`src/rtl/seg_display_arbiter.sv`:
```
// Shares a 6-digit hex display between a background value and two event sources.
// Events preempt the background for HOLD_MS; contending events are served round-robin.
//
// state | meaning
// IDLE  | background shown, no event pending
// SHOW0 | ev0 data on display, hold timer running
// SHOW1 | ev1 data on display, hold timer running
module seg_display_arbiter #(
    parameter int CLK_FREQ = 50_000_000,
    parameter int HOLD_MS  = 2000
) (
    input  logic        clk,
    input  logic        rst,
    input  logic [23:0] bg_data,
    input  logic        ev0_valid,
    input  logic [23:0] ev0_data,
    output logic        ev0_ready,
    input  logic        ev1_valid,
    input  logic [23:0] ev1_data,
    output logic        ev1_ready,
    output logic [23:0] disp_data,
    output logic [1:0]  disp_src,
    output logic        ev_active
);
    localparam int TICKS_PER_MS = CLK_FREQ / 1000;
    localparam int PW = (TICKS_PER_MS > 1) ? $clog2(TICKS_PER_MS) : 1;
    localparam logic [PW-1:0] PRESC_LAST = PW'(TICKS_PER_MS - 1);
    localparam logic [15:0]   HOLD_LAST  = 16'(HOLD_MS - 1);

    typedef enum logic [1:0] {
        IDLE  = 2'd0,
        SHOW0 = 2'd1,
        SHOW1 = 2'd2
    } state_t;

    state_t           state;
    logic [1:0]       buf_full;
    logic [1:0][23:0] buf_data;
    logic             last_served;
    logic [PW-1:0]    presc;
    logic [15:0]      hold_cnt;

    logic [1:0][23:0] ev_data;
    logic [1:0]       xfer;
    logic             sx;
    logic             sy;
    logic             idle_pick;
    logic             tick;
    logic             expire;

    assign ev_data   = {ev1_data, ev0_data};
    assign ev0_ready = !rst && (!buf_full[0] || state == SHOW0);
    assign ev1_ready = !rst && (!buf_full[1] || state == SHOW1);
    assign xfer      = {ev1_valid && ev1_ready, ev0_valid && ev0_ready};

    // sx is the source on display, sy the other one
    assign sx        = (state == SHOW1);
    assign sy        = !sx;
    assign idle_pick = (&xfer) ? !last_served : xfer[1];
    assign tick      = (presc == PRESC_LAST);
    assign expire    = tick && (hold_cnt == HOLD_LAST);

    always_ff @(posedge clk) begin
        if (rst) begin
            state       <= IDLE;
            disp_data   <= '0;
            disp_src    <= 2'd0;
            ev_active   <= 1'b0;
            buf_full    <= '0;
            buf_data    <= '0;
            last_served <= 1'b1;
            presc       <= '0;
            hold_cnt    <= '0;
        end else begin
            case (state)
                IDLE: begin
                    if (|xfer) begin
                        state       <= idle_pick ? SHOW1 : SHOW0;
                        disp_data   <= ev_data[idle_pick];
                        disp_src    <= {idle_pick, !idle_pick};
                        ev_active   <= 1'b1;
                        last_served <= idle_pick;
                        presc       <= '0;
                        hold_cnt    <= '0;
                        if (&xfer) begin
                            buf_full[!idle_pick] <= 1'b1;
                            buf_data[!idle_pick] <= ev_data[!idle_pick];
                        end
                    end else begin
                        disp_data <= bg_data;
                        disp_src  <= 2'd0;
                        ev_active <= 1'b0;
                    end
                end
                SHOW0, SHOW1: begin
                    if (xfer[sx]) begin
                        // refresh from the shown source wins over expiry
                        disp_data <= ev_data[sx];
                        presc     <= '0;
                        hold_cnt  <= '0;
                        if (xfer[sy]) begin
                            buf_full[sy] <= 1'b1;
                            buf_data[sy] <= ev_data[sy];
                        end
                    end else if (expire) begin
                        if (xfer[sy] || buf_full[sy]) begin
                            state        <= sy ? SHOW1 : SHOW0;
                            disp_data    <= xfer[sy] ? ev_data[sy] : buf_data[sy];
                            disp_src     <= {sy, sx};
                            buf_full[sy] <= 1'b0;
                            last_served  <= sy;
                            presc        <= '0;
                            hold_cnt     <= '0;
                        end else if (buf_full[sx]) begin
                            disp_data    <= buf_data[sx];
                            buf_full[sx] <= 1'b0;
                            presc        <= '0;
                            hold_cnt     <= '0;
                        end else begin
                            state     <= IDLE;
                            disp_data <= bg_data;
                            disp_src  <= 2'd0;
                            ev_active <= 1'b0;
                        end
                    end else begin
                        if (xfer[sy]) begin
                            buf_full[sy] <= 1'b1;
                            buf_data[sy] <= ev_data[sy];
                        end
                        if (tick) begin
                            presc    <= '0;
                            hold_cnt <= hold_cnt + 16'd1;
                        end else begin
                            presc <= presc + 1'b1;
                        end
                    end
                end
                default: state <= IDLE;
            endcase
        end
    end
endmodule
```
`config.mk`:
```
export PLATFORM = sky130hd
export DESIGN_NAME = seg_display_arbiter
export DESIGN_NICKNAME = d
export VERILOG_FILES = /design/src/rtl/seg_display_arbiter.sv
export SDC_FILE = /design/constraint.sdc
export NUM_CORES = 1
export LEC_CHECK = 0
export CORE_MARGIN = 10
export CORE_UTILIZATION = 50
export CTS_CLUSTER_DIAMETER = 120
export DETAILED_ROUTE_END_ITERATION = 12
export PLACE_DENSITY = 0.8
export SYNTH_ARGS = -nofsm -noshare
export SYNTH_HDL_FRONTEND = slang
export SYNTH_SLANG_ARGS = --single-unit
```
`constraint.sdc`:
```
create_clock -name clk -period 2.6 [get_ports clk]
set_input_delay 0.52 -clock clk [delete_from_list [all_inputs] [get_ports clk]]
set_output_delay 0.52 -clock clk [all_outputs]
set_load 0.02 [all_outputs]
```
==> metrics <==
status finished clean; worst path arrival time 2.74 ns; clk_skew 0.00835 ns; num rows 42; first-pass GRT wire length 35.0 mm; synthesized flop and latch total 112; max_cap viols 0; Final Hold Fails 0; synthesized area 6900 sq um; post-detail-place hpwl 15.4 mm; gr usage total 22.6%; RSZ-0062 raised after global routing yes; Max stage delay cell, worst path dfxtp_1; # hold bufs at CTS 0; Cells after Synth 827; Clock Root Buffer clkbuf_16; post-route cell area 9020 sq um; critical path launch point type flop; Most used DFF post-synth dfxtp_1; crit path cell chain inv_1 > ha_1 > nand2b_2 > a311oi_4 > mux2i_4 > nor4_4 > buf_12 > mux2i_1 > nor2_1; max-slew violations 0; leak pwr 3.28 nW; antenna violations before repair 0; largest cells by area after synthesis dfxtp_1 32%, mux2i_1 8.8%, nor2_1 7.5%, mux2_2 3.8%, nand2_1 3.0%; post-detailed-route count of antenna-violating nets 0; pwr dens 1070 nW/um^2; number of buffers created by CTS 9; Worst Path Required 2.83 ns; largest net degree at the start of global routing 63; Syn. warnings 0; CTS H-tree lvls 3; die extent in x 137 um; clk_lat worst skew 0.36 ns; Via Count 7248; CP max stage delay 0.43 ns; Slew @ Worst Pin 0.686 ns; CP delay by family, top simple AND/OR/NAND/NOR gates; Port Buffers 104; maximum clock insertion buffer count 2; FFs w/ async S/R, synth 0%; Worst Path Max Fanout 24; Sum Neg Setup Slack 0 ns; VDD IR max 0.623 mV; post-synthesis sequential area ratio 32.5%; drt wl/cell 19.4 um; WL final 22.3 mm; part of the cycle the worst path needs 96.8%; drc violations 0; cell taking the most area after synthesis dfxtp_1; core area 13400 sq um; Max-slew headroom 54.3%; kind of critical path flop to flop; Die H 137 um; GR Overflow Total 0; 1st-pass router iterations 6; Yosys top cell area share 32.5%; CTS sink count 112; Synthesized Nets 911; f_max 0.397 GHz; nets 1054; layout cells sized above 1 18.2%; endpoints failing setup 0; Post-synth EDFFs 0; crit path time final 2.52 ns; Avg Cell Area, Syn 8.34 sq um; vias in the first global route 6986; crit path capture type flop; clock-pin slew on the worst setup and hold paths 0.08 ns; TritonCTS clock tree built; unique cell type count in the Yosys netlist 72; CP bufs+invs 2; Layout area overhead 30.7%; Placement Cell Area 8580 sq um; Worst Hold Class flop to flop; DRT iter0 DRCs 770; die footprint 18900 sq um; Initial Util 51.5%; I/O pin count 105; Vias/cell 6.30; Placer Congestion 0.996
-- tightest hold or removal path, stage by stage, from the launching register on --
cell and delay (ns):
dfxtp_1 0.34, nand2_1 0.06, a21oi_1 0.05
-- logic make-up (layout without fill, tap and decap cells) --
family / Yosys count / after routing / share of synthesized area [%]
other: 0 / 1 / 0
buffers and inverters: 75 / 222 / 5.02
and+or+nand+nor: 300 / 300 / 20.7
AOI/OAI and AO/OA: 221 / 221 / 24.3
xor gates and xnor gates: 27 / 27 / 3.43
adders and majority gates: 8 / 8 / 1.45
DFF: 112 / 112 / 32.5
muxes: 84 / 84 / 12.6
-- layout make-up --
type | instances | area, sq um
Sequential cell | 112 | 2240
Clock inverter | 4 | 53.8
Timing Repair Buffer | 197 | 1830
Clock buffer | 11 | 243
Multi-Input combinational cell | 640 | 4380
Inverter | 10 | 45.0
Fill cell | 1091 | 4380
Antenna cell | 1 | 2.50
Tap cell | 176 | 220
-- report_power, final --
part / internal, mW / switching [mW] / total, mW
Sequential: 2.08 / 0.235 / 2.31
Combinational: 2.68 / 3.22 / 5.90
Clock: 0.773 / 0.656 / 1.43
-- timing repair --
action	in CTS	in global routing
hold endpoints to repair	0	0
gates cloned	0	1
resized for setup	1	14
setup endpoints to repair	1	84
buffers inserted	0	7
pin swaps	0	2
-- layer usage --
| metal | part of all wire (%) | GRT usage (%) |
|---|---|---|
| met4 | 2.7 | 9.02 |
| met3 | 9.1 | 5.50 |
| met1 | 39 | 26.9 |
| met5 | 0 | 0 |
| met2 | 49 | 38.3 |
-- synth_stat cells (18+ instances only) --
cell type and count:
clkbuf_1 38, o211ai_1 18, buf_2 19, nor2_1 137, a22o_1 22, mux2_2 23, o21ai_0 36, o32ai_1 21
mux2i_1 61, nand2_1 56, xnor2_1 20, nor3_1 22, nand3_1 26, dfxtp_1 112, a21oi_1 31, a311oi_1 22
-- placed cells by master (no fill, tap or decap), types with 21 or more instances in the layout --
master,n
dfxtp_1,112
a21oi_1,30
o32ai_1,21
mux2i_1,60
nand3_1,26
nor2_1,136
clkdlybuf4s50_1,102
a311oi_1,22
mux2_2,23
buf_4,84
nor3_1,22
o21ai_0,36
a22o_1,22
nand2_1,56
-- flip-flops by register name (all words and copies together) (netlist names) --
name,cells
buf_data,48
disp_data,24
hold_cnt,16
presc,16
buf_full,2
disp_src,2
state,2
ev_active,1
last_served,1
-- path summary, 6_finish.rpt --
check	cells past startpoint	slack (ns)	from	endpoint
setup / recovery	9	0.08	state[1]	buf_data[20]
hold / removal	2	0.49	hold_cnt[0]	hold_cnt[0]
setup reg to reg	9	0.08	state[1]	buf_data[20]
hold reg to reg	2	0.49	hold_cnt[0]	hold_cnt[0]
-- metrics by stage --
step / setup slack [ns] / power [mW] / std cells / hold WS, ns / utilization [%]
6_report: 0.0826 / 9.65 / 1151 / 0.493 / 67.3
5_1_grt: -0.0100 / 10.2 / 1150 / 0.515 / 67.3
4_1_cts: 0.0114 / 9.32 / 1142 / 0.495 / 66.2
3_5_place_dp: -0.103 / 7.88 / 1127 / 0.484 / 64.0
3_3_place_gp: -0.0460 / 7.76 / 1127 / 0.473 / 64.0
2_1_floorplan: 0.112 / 5.82 / 827 / 0.457 / -
Power figures use the tool's default switching activity.
==> patch (config.mk and constraints unchanged) <==
Reset style: asynchronous (`rst`), changed in one clocked block.
--- a/src/rtl/seg_display_arbiter.sv
+++ b/src/rtl/seg_display_arbiter.sv
@@ -60,7 +60,7 @@
     assign tick      = (presc == PRESC_LAST);
     assign expire    = tick && (hold_cnt == HOLD_LAST);
 
-    always_ff @(posedge clk) begin
+    always_ff @(posedge clk or posedge rst) begin
         if (rst) begin
             state       <= IDLE;
             disp_data   <= '0;
Function: differs if rst is asserted again (counterexample within 4 cycles, from zero or initial values and one cycle with rst high); with rst held inactive, the same outputs for 4 cycles.
==> patch against the original RTL <==
- fmax fell by 2.6%
- power up 23%
- largest power group unchanged
- count of clock-buffer cells in the layout is 1 lower
- sequential cell count unchanged
- area after synthesis increased by 11%
- worst setup slack lost 67 ps
- final area rose by 11%
- clock skew is 5.0 ps higher
- routed wire length increased by 7.6%
- highest routed layer unchanged
==> patch: results <==
set metrics [dict create \
    run_status "finished, final reports clean" \
    grt_pass1_wl_um 38500 \
    dpl.cell_count 1183 \
    first_pass_iters 8 \
    grt_max_degree 113 \
    nNetsFinal 1096 \
    reg2reg_slack_ps 20 \
    antenna_found_initial 0 \
    synth.distinct_cells 62 \
    rr_worst_depth 7 \
    slowest_delay_ps 530 \
    htree_levels 3 \
    seq_area_frac_synth_pct 36.6 \
    grt_pass1_vias 7593 \
    critPathLaunch "hold_cnt[11]$_DFFE_PP0P_" \
    viasPerCell 6.41 \
    path_max_fanout 18 \
    leakage_uw 0.00393 \
    gp_congestion 0.956 \
    dp_worst_setup_slack_ps -213 \
    grtUsageTotal_pct 22.7 \
    post-route-min-period_ps 2580 \
    synth_fp_nets 950 \
    swShare_pct 43.0 \
    crit_slowest_cell "or4_1" \
    via_count 7727 \
    setup.worst_path.class "flip-flop to flip-flop" \
    ys_top_cells_by_area "dfrtp_1 (36%), mux2i_1 (7.4%), mux2_2 (6.9%)" \
    r2r_start "hold_cnt[11]$_DFFE_PP0P_" \
    synth_common_cells "dfrtp_1 (111), nor2_1 (88), nand2_1 (86)" \
    syn_inst 866 \
    dp_hpwl_um 16500 \
    antenna_cells 0 \
    async_reset_ff_share_pct 100 \
    tightest_slew_ps 770 \
    reg_top3 "buf_data x48, disp_data x24" \
    cts_max_path_buffers 2 \
    wire_per_inst_um 19.9 \
    peakVddDrop_v 0.000608 \
    cts_buffers 9 \
    drt_iter0_drc 696 \
    path_clk_slew_ps 80 \
    r2r-end "buf_data[16]$_DFFE_PP0P_" \
    fin_skew_ps 13.4 \
    io_buffers 104 \
    placed_cell_area_mm2 0.00957 \
    cts-root-buf "clkbuf_16" \
    drive_gt1_share_pct 20.2 \
    crit_arrival_ps 2820 \
    clk_latency_ps 360 \
]
[patch: cell count changes in the layout (fill, tap and decap cells not counted), sizes merged, moves of 20 or more]
cell,before,now
nor2b,2,22
a311oi,23,0
a22o,22,0
nand2,56,89
dfxtp,112,0
nor2,138,88
xnor2,20,0
dfrtp,0,111
o32ai,21,1
mux2,23,66
o21ai,38,78
a31oi,4,29
[patch: power by group through the flow]
stage	Combinational [uW]	Clock [uW]	Sequential (uW)
floorplan	4280	0	3020
global placement	7010	0	2850
detailed placement	7180	0	2870
CTS	7470	1450	2850
global route	8170	1500	2960
finish	7610	1430	2860
[patch: how the worst min path moves through the flow]
stage / startpoint / endpoint / slack (ps) / cells past startpoint
after floorplan: presc[14]$_DFFE_PP0P_ / presc[14]$_DFFE_PP0P_ / 440 / 1
after detailed placement: presc[14]$_DFFE_PP0P_ / presc[14]$_DFFE_PP0P_ / 460 / 1
after CTS: presc[14]$_DFFE_PP0P_ / presc[14]$_DFFE_PP0P_ / 480 / 1
after global placement: disp_src[0]$_DFFE_PP0P_ / disp_src[0]$_DFFE_PP0P_ / 460 / 2
after global routing: presc[14]$_DFFE_PP0P_ / presc[14]$_DFFE_PP0P_ / 500 / 1
final: presc[14]$_DFFE_PP0P_ / presc[14]$_DFFE_PP0P_ / 480 / 1
[patch: routing by layer]
layer	part of all wire (%)	track usage, %
met1	41	28.3
met2	48	36.8
met3	8.3	4.88
met4	3.0	10.2
met5	0	0
[patch: cells by family after synthesis]
logic type	count (synthesis)	share of synthesized area, %
flip-flops	112	36.6
AO/OA/AOI/OAI	262	22.1
multiplexers	123	18.1
adder cells (fa/ha/maj)	8	1.31
buffers and inverters	79	4.59
AND/OR/NAND/NOR	282	17.4
[patch: cell type report]
cell class / instances / area (um2)
fill: 1195 / 5110
multi-input combinational: 675 / 4610
sequential: 112 / 2810
timing repair buffer: 196 / 1970
tap: 188 / 235
clock buffer: 10 / 229
inverter: 18 / 71.3
clock inverter: 6 / 66.3
[patch: stage by stage]
| step | hold slack, ps | total power, uW |
|---|---|---|
| after floorplan | 438 | 7300 |
| after global placement | 462 | 9870 |
| after detailed placement | 462 | 10100 |
| after CTS | 476 | 11800 |
| after global routing | 495 | 12600 |
| final | 484 | 11900 |
[patch: repair_timing]
action / in CTS / in global routing
endpoints found under the setup margin: 95 / 67
gates resized for setup: 6 / 10
buffers inserted: 4 / 1
cloned: 1 / 0
pin swaps: 4 / 3
hold buffers: 0 / 0
